## src/rtl/counter_arbiter.sv

```systemverilog
// Sole owner of the display counter: arbitrates inc/dec requesters against an auto-increment timebase.
// Build option: define COUNTER_ARB_SATURATE_EN to clamp at 0 / 2^WIDTH-1 instead of wrapping.
module counter_arbiter #(
    parameter int WIDTH    = 8,
    parameter int TICK_DIV = 50_000_000
) (
    input  logic             clk,
    input  logic             reset,
    input  logic             mode_auto,
    input  logic             hold,
    input  logic             clr_req,
    input  logic             inc_req,
    output logic             inc_ack,
    input  logic             dec_req,
    output logic             dec_ack,
    output logic [WIDTH-1:0] value,
    output logic             tick,
    output logic [1:0]       state
);

    localparam int DIV_W = (TICK_DIV > 2) ? $clog2(TICK_DIV) : 1;
    localparam logic [DIV_W-1:0] DIV_LAST = DIV_W'(TICK_DIV - 1);

    typedef enum logic [1:0] {
        ST_MANUAL = 2'b00,
        ST_AUTO   = 2'b01,
        ST_HOLD   = 2'b10
    } state_t;

    state_t           st;
    logic [DIV_W-1:0] div;
    logic             inc_arm;
    logic             dec_arm;

    logic             inc_srv;
    logic             dec_srv;
    logic [DIV_W-1:0] div_wrap;
    logic             auto_tick;
    logic [WIDTH-1:0] val_inc;
    logic [WIDTH-1:0] val_dec;

    assign state = st;

    // Handshake: a requester raises req and holds it until it sees a one-cycle
    // ack; a req is serviced once per assertion, and the arm flag only
    // re-enables service after req has been sampled low at least once.
    always_comb begin
        inc_srv   = (st != ST_HOLD) && !clr_req && inc_req && inc_arm;
        dec_srv   = (st != ST_HOLD) && !clr_req && dec_req && dec_arm;
        div_wrap  = (div == DIV_LAST) ? '0 : div + DIV_W'(1);
        // The tick fires on the edge the divider arrives at its last count.
        auto_tick = (st == ST_AUTO) && !clr_req && (div_wrap == DIV_LAST);
`ifdef COUNTER_ARB_SATURATE_EN
        val_inc   = (value == '1) ? value : value + WIDTH'(1);
        val_dec   = (value == '0) ? value : value - WIDTH'(1);
`else
        val_inc   = value + WIDTH'(1);
        val_dec   = value - WIDTH'(1);
`endif
    end

    always_ff @(posedge clk or posedge reset) begin
        if (reset) begin
            st      <= ST_MANUAL;
            div     <= '0;
            inc_arm <= 1'b1;
            dec_arm <= 1'b1;
            inc_ack <= 1'b0;
            dec_ack <= 1'b0;
            tick    <= 1'b0;
            value   <= '0;
        end else begin
            inc_ack <= inc_srv;
            dec_ack <= dec_srv;
            tick    <= auto_tick;

            if (!inc_req)
                inc_arm <= 1'b1;
            else if (inc_srv)
                inc_arm <= 1'b0;

            if (!dec_req)
                dec_arm <= 1'b1;
            else if (dec_srv)
                dec_arm <= 1'b0;

            if (hold) begin
                st <= ST_HOLD;
            end else begin
                case (st)
                    ST_HOLD:   st <= mode_auto ? ST_AUTO : ST_MANUAL;
                    ST_MANUAL: if (mode_auto) st <= ST_AUTO;
                    ST_AUTO:   if (!mode_auto) st <= ST_MANUAL;
                    default:   st <= ST_MANUAL;
                endcase
            end

            // HOLD leaves the divider untouched so AUTO resumes mid-period.
            if (clr_req || st == ST_MANUAL)
                div <= '0;
            else if (st == ST_AUTO)
                div <= div_wrap;

            if (clr_req) begin
                value <= '0;
            end else if (st == ST_AUTO) begin
                if (auto_tick)
                    value <= val_inc;
            end else if (st == ST_MANUAL) begin
                if (inc_srv && !dec_srv)
                    value <= val_inc;
                else if (dec_srv && !inc_srv)
                    value <= val_dec;
            end
        end
    end

endmodule

```

## config.mk

```make
export PLATFORM = sky130hd
export DESIGN_NAME = counter_arbiter
export DESIGN_NICKNAME = d
export VERILOG_FILES = /design/src/rtl/counter_arbiter.sv
export SDC_FILE = /design/constraint.sdc
export NUM_CORES = 1
export LEC_CHECK = 0
export CAP_MARGIN = 30
export CORE_MARGIN = 3
export CORE_UTILIZATION = 35
export CTS_CLUSTER_SIZE = 14
export DETAILED_ROUTE_END_ITERATION = 10
export MAX_ROUTING_LAYER = met4
export SLEW_MARGIN = 10
export SYNTH_ARGS = -nofsm -noshare
export SYNTH_HDL_FRONTEND = slang
export SYNTH_SLANG_ARGS = --single-unit
```

## constraint.sdc

```tcl
create_clock -name clk -period 4.3 [get_ports clk]
set_clock_uncertainty 0.1 [all_clocks]
set_input_delay 0.86 -clock clk [delete_from_list [all_inputs] [get_ports clk]]
set_output_delay 0.86 -clock clk [all_outputs]
set_load 0.05 [all_outputs]
```

**Word-level counts from Yosys, hierarchy flattened**

Index checks and enable logic that the tools add are counted.

- Bits in registers: 41
- Latch bits: 0
- Memory bits (writable): 0
- ROM bits: 0
- Logic and storage cells: 58
- Memories: 0

- Add/subtract/negate cells: 3
- $mul: 0
- Divide/modulo/power cells: 0
- Magnitude comparators: 0
- Equality and inequality tests: 10
- Shift-type cells: 0
- Multiplexer cells: 18
- Bitwise logic cells: 0
- Reductions and logical operators: 19

Operator list:

| kind | count |
|---|---|
| 2-to-1 mux 26 bit | 3 |
| == test 26 bit, second input constant | 2 |
| 2-to-1 mux 8 bit | 6 |
| adder 26 x 1 -> 26 bit, second input constant | 1 |
| logical AND 1 bit | 9 |
| inequality test 3 bit, second input constant | 3 |
| adder 8 x 1 -> 8 bit, second input constant | 1 |
| subtractor 8 x 1 -> 8 bit, second input constant | 1 |
| 2-to-1 mux 2 bit | 3 |
| case mux 2 bit (3 select lines) | 1 |
| 2-to-1 mux 1 bit | 5 |
| inequality test 2 x 1 -> 1 bit, second input constant | 2 |
| nonzero test 4 bit | 1 |
| zero test 1 bit | 3 |
| AND reduction 3 bit | 1 |
| nonzero test 3 bit | 1 |
| == test 2 x 1 -> 1 bit, second input constant | 1 |
| == test 2 bit, second input constant | 1 |
| zero test 2 bit | 1 |
| inequality test 2 bit, second input constant | 1 |
| AND reduction 2 bit | 1 |
| nonzero test 2 bit | 1 |
| logical OR 1 bit | 1 |

**Depth between registers and ports, before layout**

Gate-level depths: netlist (run 1).

- Depth after elaboration: 11
- Gate-level depth with buffers: 10
- Mapped depth without buffers: 10

**Worst setup path before layout (run 1)**

No wires, ideal clock.

- Path type: input to register
- Start: input clr_req
- End: register value[6]
- Library setup time: 0.128 ns
- Arrival: 3.020 ns
- Required time: 4.072 ns
- Slack: 1.052 ns
- Stages: 10
- Cells stage by stage: clkbuf_1 -> a21oi_1 -> and3_1 -> ha_1 -> nor2_1 -> and3_1 -> a21oi_1 -> or2_2 -> o32ai_1 -> mux2_1

- Elaborated cells between the ends (all ways): 20
- Classes of those cells: eq/ne: 1; mux: 4; reduce/logical: 15

RTL lines:

| element | RTL line | text |
|---|---|---|
| start: declaration | 11 | `input logic clr_req,` |
| zero test 1 bit (*) | 48 | `inc_srv = (st != ST_HOLD) && !clr_req && inc_req && inc_arm;` |
| logical AND 1 bit (*) (3 in a row) | 48 |  |
| named net inc_srv | 35 | `logic inc_srv;` |
| logical AND 1 bit | 110 | `if (inc_srv && !dec_srv)` |
| 2-to-1 mux 8 bit | 110 |  |
| 2-to-1 mux 8 bit | 109 | `end else if (st == ST_MANUAL) begin` |
| 2-to-1 mux 8 bit | 106 | `end else if (st == ST_AUTO) begin` |
| 2-to-1 mux 8 bit | 104 | `if (clr_req) begin` |
| end signal: assignment | 108 | `value <= val_inc;` |
| end signal: assignment | 111 | `value <= val_inc;` |
| end signal: assignment | 113 | `value <= val_dec;` |
| end: declaration | 16 | `output logic [WIDTH-1:0] value,` |

The timed path passes the listed nets; every way through them passes the cells marked *. The select of a mux whose other input is x is not followed.
A chain may end at the register's enable or synchronous reset.

**Worst setup path in the final report (run 1)**

- Start: register div[0]
- End: register value[6]

- Word-level cells in the longest chain between the ends: 6
- Elaborated cells between the ends (all ways): 7
- Classes of those cells: add/sub: 1; eq/ne: 3; mux: 1; reduce/logical: 2

Ends and longest elaborated chain:

| element | RTL line | text |
|---|---|---|
| start: declaration | 31 | `logic [DIV_W-1:0] div;` |
| start signal: assignment | 102 | `div <= div_wrap;` |
| adder 26 x 1 -> 26 bit or == test 26 bit (tied branches) | 50 | `div_wrap = (div == DIV_LAST) ? '0 : div + DIV_W'(1);` |
| 2-to-1 mux 26 bit (*) | 50 |  |
| == test 26 bit (*) | 52 | `auto_tick = (st == ST_AUTO) && !clr_req && (div_wrap == DIV_LAST);` |
| logical AND 1 bit (*) | 52 |  |
| inequality test 3 bit (no line) (*) | - |  |
| AND reduction 3 bit (no line) (*) | - |  |

Mark *: on every way between the ends. The rest lies on a longest branch, timed or not.

==> results.yml, run 1 <==
outcome:
  status: "finished clean"
critical_path:
  crit_arrival_ns: 3.51
  crit_required_ns: 4.38
  worstSetupPathType: "flop to flop"
  path_max_fanout: 8
  crit_chain: "ha_1 -> and4_1 -> nand4_2 -> or3_1 -> a2111oi_4 -> nand4_2 -> o32ai_1 -> mux2_1"
  start_kind: "flop"
  cp_slowest_cell: "dfrtp_1"
  critPathCaptureType: "flop"
  crit_path_frequent_cell: "nand4_2"
  slowest_delay_ns: 0.48
sta:
  post-route-period-util: 0.797
  tightest_slew_ns: 0.752
  slew_headroom: 0.499
  hold_violations: 0
  finalMaxSlewViolations: 0
  tns_ns: 0
  max_freq_ghz: 0.292
  fin_crit_ns: 3.43
  rsz0062_at_grt: "no"
  setup_viol: 0
power_and_ir_drop:
  p_seq_frac: 0.476
  power_density_nw_per_um2: 251
  comb_power_share: 0.134
  irDropWorstVdd_mv: 0.166
  switching_share: 0.262
  p_leak_nw: 1.29
  power_switching_w: 0.000223
  power_frac_clock: 0.390
  p_int_w: 0.000627
cts:
  htreeDepth: 2
  cts_tree: "yes"
  clkLatencyLatePin_ns: 0.30
  cts-root-buf: "clkbuf_8"
  cts.sinks: 41
  clk_pin_slew_ns: 0.08
  postCtsSetupBuffers: 0
  cts_resized: 0
  clockBufferDepth: 2
  cts_buffers: 5
  cts_hold_buf: 0
global_routing:
  grt_antenna_before_repair: 0
  grt_usage: 0.159
  grt_pass1_vias: 2505
  grt_max_degree: 42
  grt_pass1_wl_microns: 12400
  grt_overflow: 0
place:
  place_area_sq_um: 3260
  io_buffers: 19
  gp_congestion: 0.857
  dpl.hpwl_microns: 5390
detailed_routing:
  antenna_left: 0
  drt_iter0_drc: 170
  dr.pass1.iters: 4
  detail_route.wl_per_cell_microns: 15.5
  drt_wl_total_microns: 7430
  dr_total_vias: 2739
  drc_errors: 0
  via_per_inst: 5.72
die:
  rows: 33
  die_h_microns: 99.0
  start_util: 0.365
  die_area_sq_um: 9800
  io_pins: 20
  die_x_microns: 99.0
  core_sq_um: 8300
synth:
  synth_seq_cells: 41
  syn_nets: 378
  async_reset_ff_frac: 1.00
  ys.flop_type: "dfrtp_1"
  synth.distinct_cells: 57
  ys_seq_area_frac: 0.340
  synth_area_sq_um: 3030
  netlist_instances: 367
  yosysWarnings: 0
  synth-edff-count: 0
  synth_area_per_cell_sq_um: 8.24
finish:
  fin_area_sq_um: 3380
  antenna_cells: 0
  drive_gt1_frac: 0.0882
  syn_to_final_growth_pct: 11.8
  fin_util: 0.408
  nets: 384
worst_hold_path:
  hold_class: "flop to flop"
run:
  drv_cap: 0
## cell type report
cell class / instances / area, sq um
Clock buffer: 6 / 82.6
Clock inverter: 2 / 37.5
Fill cell: 840 / 4920
Inverter: 13 / 48.8
Multi-Input combinational cell: 289 / 1830
Sequential cell: 41 / 1030
Tap cell: 105 / 131
Timing Repair Buffer: 23 / 220
## path summary, 6_finish.rpt
check                         from       end  slack, ns  depth (start not counted)
min in group asynchronous    reset    div[1]       0.89                          3
max in group asynchronous    reset  value[0]       2.83                          3
setup reg to reg            div[0]  value[6]       0.87                          8
setup / recovery            div[0]  value[6]       0.87                          8
hold / removal             dec_arm   dec_arm       0.39                          2
hold reg to reg            dec_arm   dec_arm       0.39                          2
## layer usage
layer  vias up  part of all wire  wire (microns)  GRT usage
met5         -                 0               0          -
met4         0             0.011              78     0.0378
met3         6             0.056             414     0.0241
met2        65              0.46            3420      0.244
met1      1297              0.47            3520      0.222
li1       1371                 -               -          -
## cells in the mapped netlist (all sizes together) (2+ instances only)
library cell	count	share of area
a21oi	11	0.018
mux2i	3	0.0099
dfstp	2	0.017
nand2	39	0.048
nor2	33	0.041
dfrtp	39	0.32
and3	8	0.017
o41ai	5	0.014
o2bb2ai	2	0.0058
a22o	3	0.0087
a31oi	2	0.0041
nand4	10	0.029
o22ai	2	0.0041
buf	13	0.024
nand3	16	0.028
a22oi	4	0.012
or2	2	0.0041
clkbuf	11	0.014
nor3	8	0.013
and4	7	0.020
nor2b	11	0.023
ha	4	0.017
nand3b	3	0.0074
or4	3	0.0074
mux2	8	0.032
o21ai	38	0.063
and2	3	0.0062
o31ai	14	0.035
nand2b	7	0.014
nand4b	6	0.017
xor2	4	0.012
nor4	8	0.021
or3	5	0.010
xnor2	5	0.014
o31a	2	0.0058
a211oi	2	0.0050
inv	13	0.016
## power by group through the flow
stage / Clock, W / Combinational (W) / Sequential [W]
3_3_place_gp: 0 / 0.000114 / 0.000412
2_1_floorplan: 0 / 0.0000588 / 0.000432
4_1_cts: 0.000343 / 0.000116 / 0.000404
5_1_grt: 0.000356 / 0.000126 / 0.000406
6_report: 0.000331 / 0.000114 / 0.000404
3_5_place_dp: 0 / 0.000115 / 0.000412
## logic make-up (layout without fill, tap and decap cells)
group                    count (synthesis)  in the layout  synth area share
XOR/XNOR                                 9              9            0.0261
AO/OA/AOI/OAI                           93             93             0.204
flip-flops                              41             41             0.340
buffers and inverters                   37             44            0.0538
adder cells (fa/ha/maj)                  4              4            0.0165
AND/OR/NAND/NOR                        172            172             0.318
multiplexers                            11             11            0.0422
## metrics by stage
step	cells	hold WS, ns	power, W	setup slack [ns]
2_1_floorplan	367	0.360	0.000490	1.05
3_3_place_gp	470	0.387	0.000526	0.737
3_5_place_dp	471	0.377	0.000528	0.633
4_1_cts	479	0.401	0.000864	0.885
5_1_grt	479	0.422	0.000889	0.673
6_report	479	0.394	0.000849	0.872
## critical path, delay by kind of cell (launching register included)
kind | cells | cell delay (ns)
compound gates | 2 | 0.74
fa+ha+maj | 1 | 0.36
flops | 1 | 0.48
mux | 1 | 0.35
simple gates | 4 | 1.29
## registers in the layout, indices dropped and copies added, names as in the netlist
register  count
tick          1
div          26
dec_ack       1
inc_arm       1
value         8
dec_arm       1
state         2
inc_ack       1
## cell usage in the layout, fill, tap and decap left out, types with 3 or more instances in the layout
| cell | Yosys | routed |
|---|---|---|
| mux2_2 | 5 | 5 |
| clkbuf_8 | 0 | 6 |
| a22o_1 | 3 | 3 |
| nor3_1 | 8 | 8 |
| and4_1 | 7 | 7 |
| and2_1 | 3 | 3 |
| nand3_1 | 15 | 15 |
| xor2_1 | 4 | 4 |
| nor4_1 | 6 | 6 |
| inv_1 | 13 | 12 |
| nor2_1 | 33 | 33 |
| and3_1 | 8 | 8 |
| nand4b_1 | 6 | 6 |
| nand2_1 | 39 | 39 |
| or4_1 | 3 | 3 |
| or3_1 | 5 | 5 |
| o21ai_0 | 38 | 38 |
| nand4_1 | 6 | 6 |
| o41ai_1 | 5 | 5 |
| buf_4 | 3 | 4 |
| mux2i_1 | 3 | 3 |
| a21oi_1 | 11 | 11 |
| nand3b_1 | 3 | 3 |
| o31ai_1 | 14 | 14 |
| nand2b_1 | 7 | 7 |
| nand4_2 | 4 | 4 |
| ha_1 | 4 | 4 |
| clkdlybuf4s50_1 | 0 | 19 |
| nor2b_1 | 11 | 11 |
| dfrtp_1 | 39 | 39 |
| xnor2_1 | 5 | 5 |
| a22oi_1 | 3 | 3 |
No activity file was read; power rests on OpenSTA's default activity.
==> run 2, diff against run 1 <==
- clock period: 4.3 -> 3.3 ns (I/O delays scaled with it)
==> results.yml, run 2 (synthesis results as in run 1) <==
outcome:
  status: "finished clean"
place:
  io_buffers: 19
  gp_congestion: 0.923
  place_inst: 492
  dpl.hpwl_microns: 5850
  place_area_sq_um: 3420
finish:
  fin_area_sq_um: 3550
  syn_to_final_growth_pct: 17.3
  num-fill-cells: 801
  nets: 406
  layout_common_cells: "nand2_1, dfrtp_1, o21ai_0"
  seqCellArea_sq_um: 1030
  fin_util: 0.428
  multi_input_area_sq_um: 1830
  largest_register_ff_count: 26
  final_cells: 501
  drive_gt1_frac: 0.139
  antenna_cells: 0
  regMostFlops: "div"
global_routing:
  grt_usage: 0.173
  grt_overflow: 0
  grt_max_degree: 39
  grt_antenna_before_repair: 0
  grt_pass1_vias: 2622
  grt_pass1_wl_microns: 13400
critical_path:
  worstSetupPathDepth: 7
  crit_arrival_ns: 3.23
  critPathCaptureType: "flop"
  worstSetupPathType: "flop to flop"
  path_max_fanout: 10
  slowest_delay_ns: 0.62
  crit_chain: "nand3_2 -> or4_1 -> or3_1 -> a22oi_2 -> nand4_2 -> o32ai_1 -> mux2_1"
  cp_slowest_cell: "or4_1"
  ff2ff_setup_slack_ns: 0.16
  crit_buf_inv: 0
  start_kind: "flop"
  crit_required_ns: 3.39
  critPathTopFamily: "simple AND/OR/NAND/NOR gates"
  ff2ff_path_depth: 7
detailed_routing:
  drt_iter0_drc: 197
  antenna_left: 0
  drc_errors: 0
  via_per_inst: 5.78
  detail_route.wl_per_cell_microns: 15.7
  dr.pass1.iters: 5
  drt_wl_total_microns: 7860
  dr_total_vias: 2895
sta:
  finalMaxSlewViolations: 0
  rsz0062_at_grt: "no"
  max_freq_ghz: 0.318
  slew_headroom: 0.509
  hold_violations: 0
  tightest_slew_ns: 0.737
  setup_viol: 0
  fin_crit_ns: 3.14
  post-route-period-util: 0.953
  tns_ns: 0
cts:
  cts_hold_buf: 0
  clockBufferDepth: 2
  clkLatencyLatePin_ns: 0.30
  cts_tree: "yes"
  cts_resized: 0
  postCtsSetupBuffers: 0
  cts-root-buf: "clkbuf_8"
  htreeDepth: 2
  clk_pin_slew_ns: 0.08
  cts.sinks: 41
  cts_buffers: 5
power_and_ir_drop:
  power_density_nw_per_um2: 315
  irDropWorstVdd_mv: 0.184
  p_leak_nw: 1.41
worst_hold_path:
  min_path_cells: 2
  hold_class: "flop to flop"
die:
  die_x_microns: 99.0
  rows: 33
  die_area_sq_um: 9800
  start_util: 0.365
  die_h_microns: 99.0
  io_pins: 20
  core_sq_um: 8300
run:
  drv_cap: 0
-- run 2: cell count changes in the layout (fill, tap and decap cells not counted) --
| cell | before | now |
|---|---|---|
| buf_4 | 4 | 26 |
-- run 2: tightest hold or removal path: stages, from the launching register on --
cell,delay [ns]
dfstp_2,0.37
inv_1,0.04
o21ai_0,0.08
-- run 2: worst paths after layout --
check	startpoint	endpoint
setup / recovery	div[9]	value[6]
hold / removal	inc_arm	inc_arm
setup reg to reg	div[9]	value[6]
hold reg to reg	inc_arm	inc_arm
max in group asynchronous	reset	inc_arm
min in group asynchronous	reset	div[6]
-- run 2: area by class of cell --
class,instances,share of cell area
multi-input combinational,289,0.517
sequential,41,0.290
timing repair buffer,45,0.109
tap,105,0.0370
clock buffer,6,0.0233
inverter,13,0.0138
clock inverter,2,0.0106
-- run 2: power breakdown --
part / switching, W / internal (W) / total (W)
clock: 0.000188 / 0.000246 / 0.000434
sequential: 0.0000126 / 0.000514 / 0.000526
combinational: 0.0000947 / 0.0000610 / 0.000156
total: 0.000295 / 0.000821 / 0.00112
-- run 2: stage by stage --
stage	total power (W)	hold WS, ns	setup slack (ns)
global placement	0.000689	0.375	0.0592
finish	0.00112	0.391	0.156
detailed placement	0.000691	0.380	-0.0247
CTS	0.00113	0.395	0.199
global route	0.00117	0.420	0.0426
floorplan	0.000639	0.360	0.252
-- run 2: routing by layer --
layer / vias up / GRT usage / wire length [microns]
met1: 1393 / 0.241 / 3680
met5: - / - / 0
li1: 1408 / - / -
met2: 86 / 0.260 / 3670
met4: 0 / 0.0494 / 96
met3: 8 / 0.0269 / 413
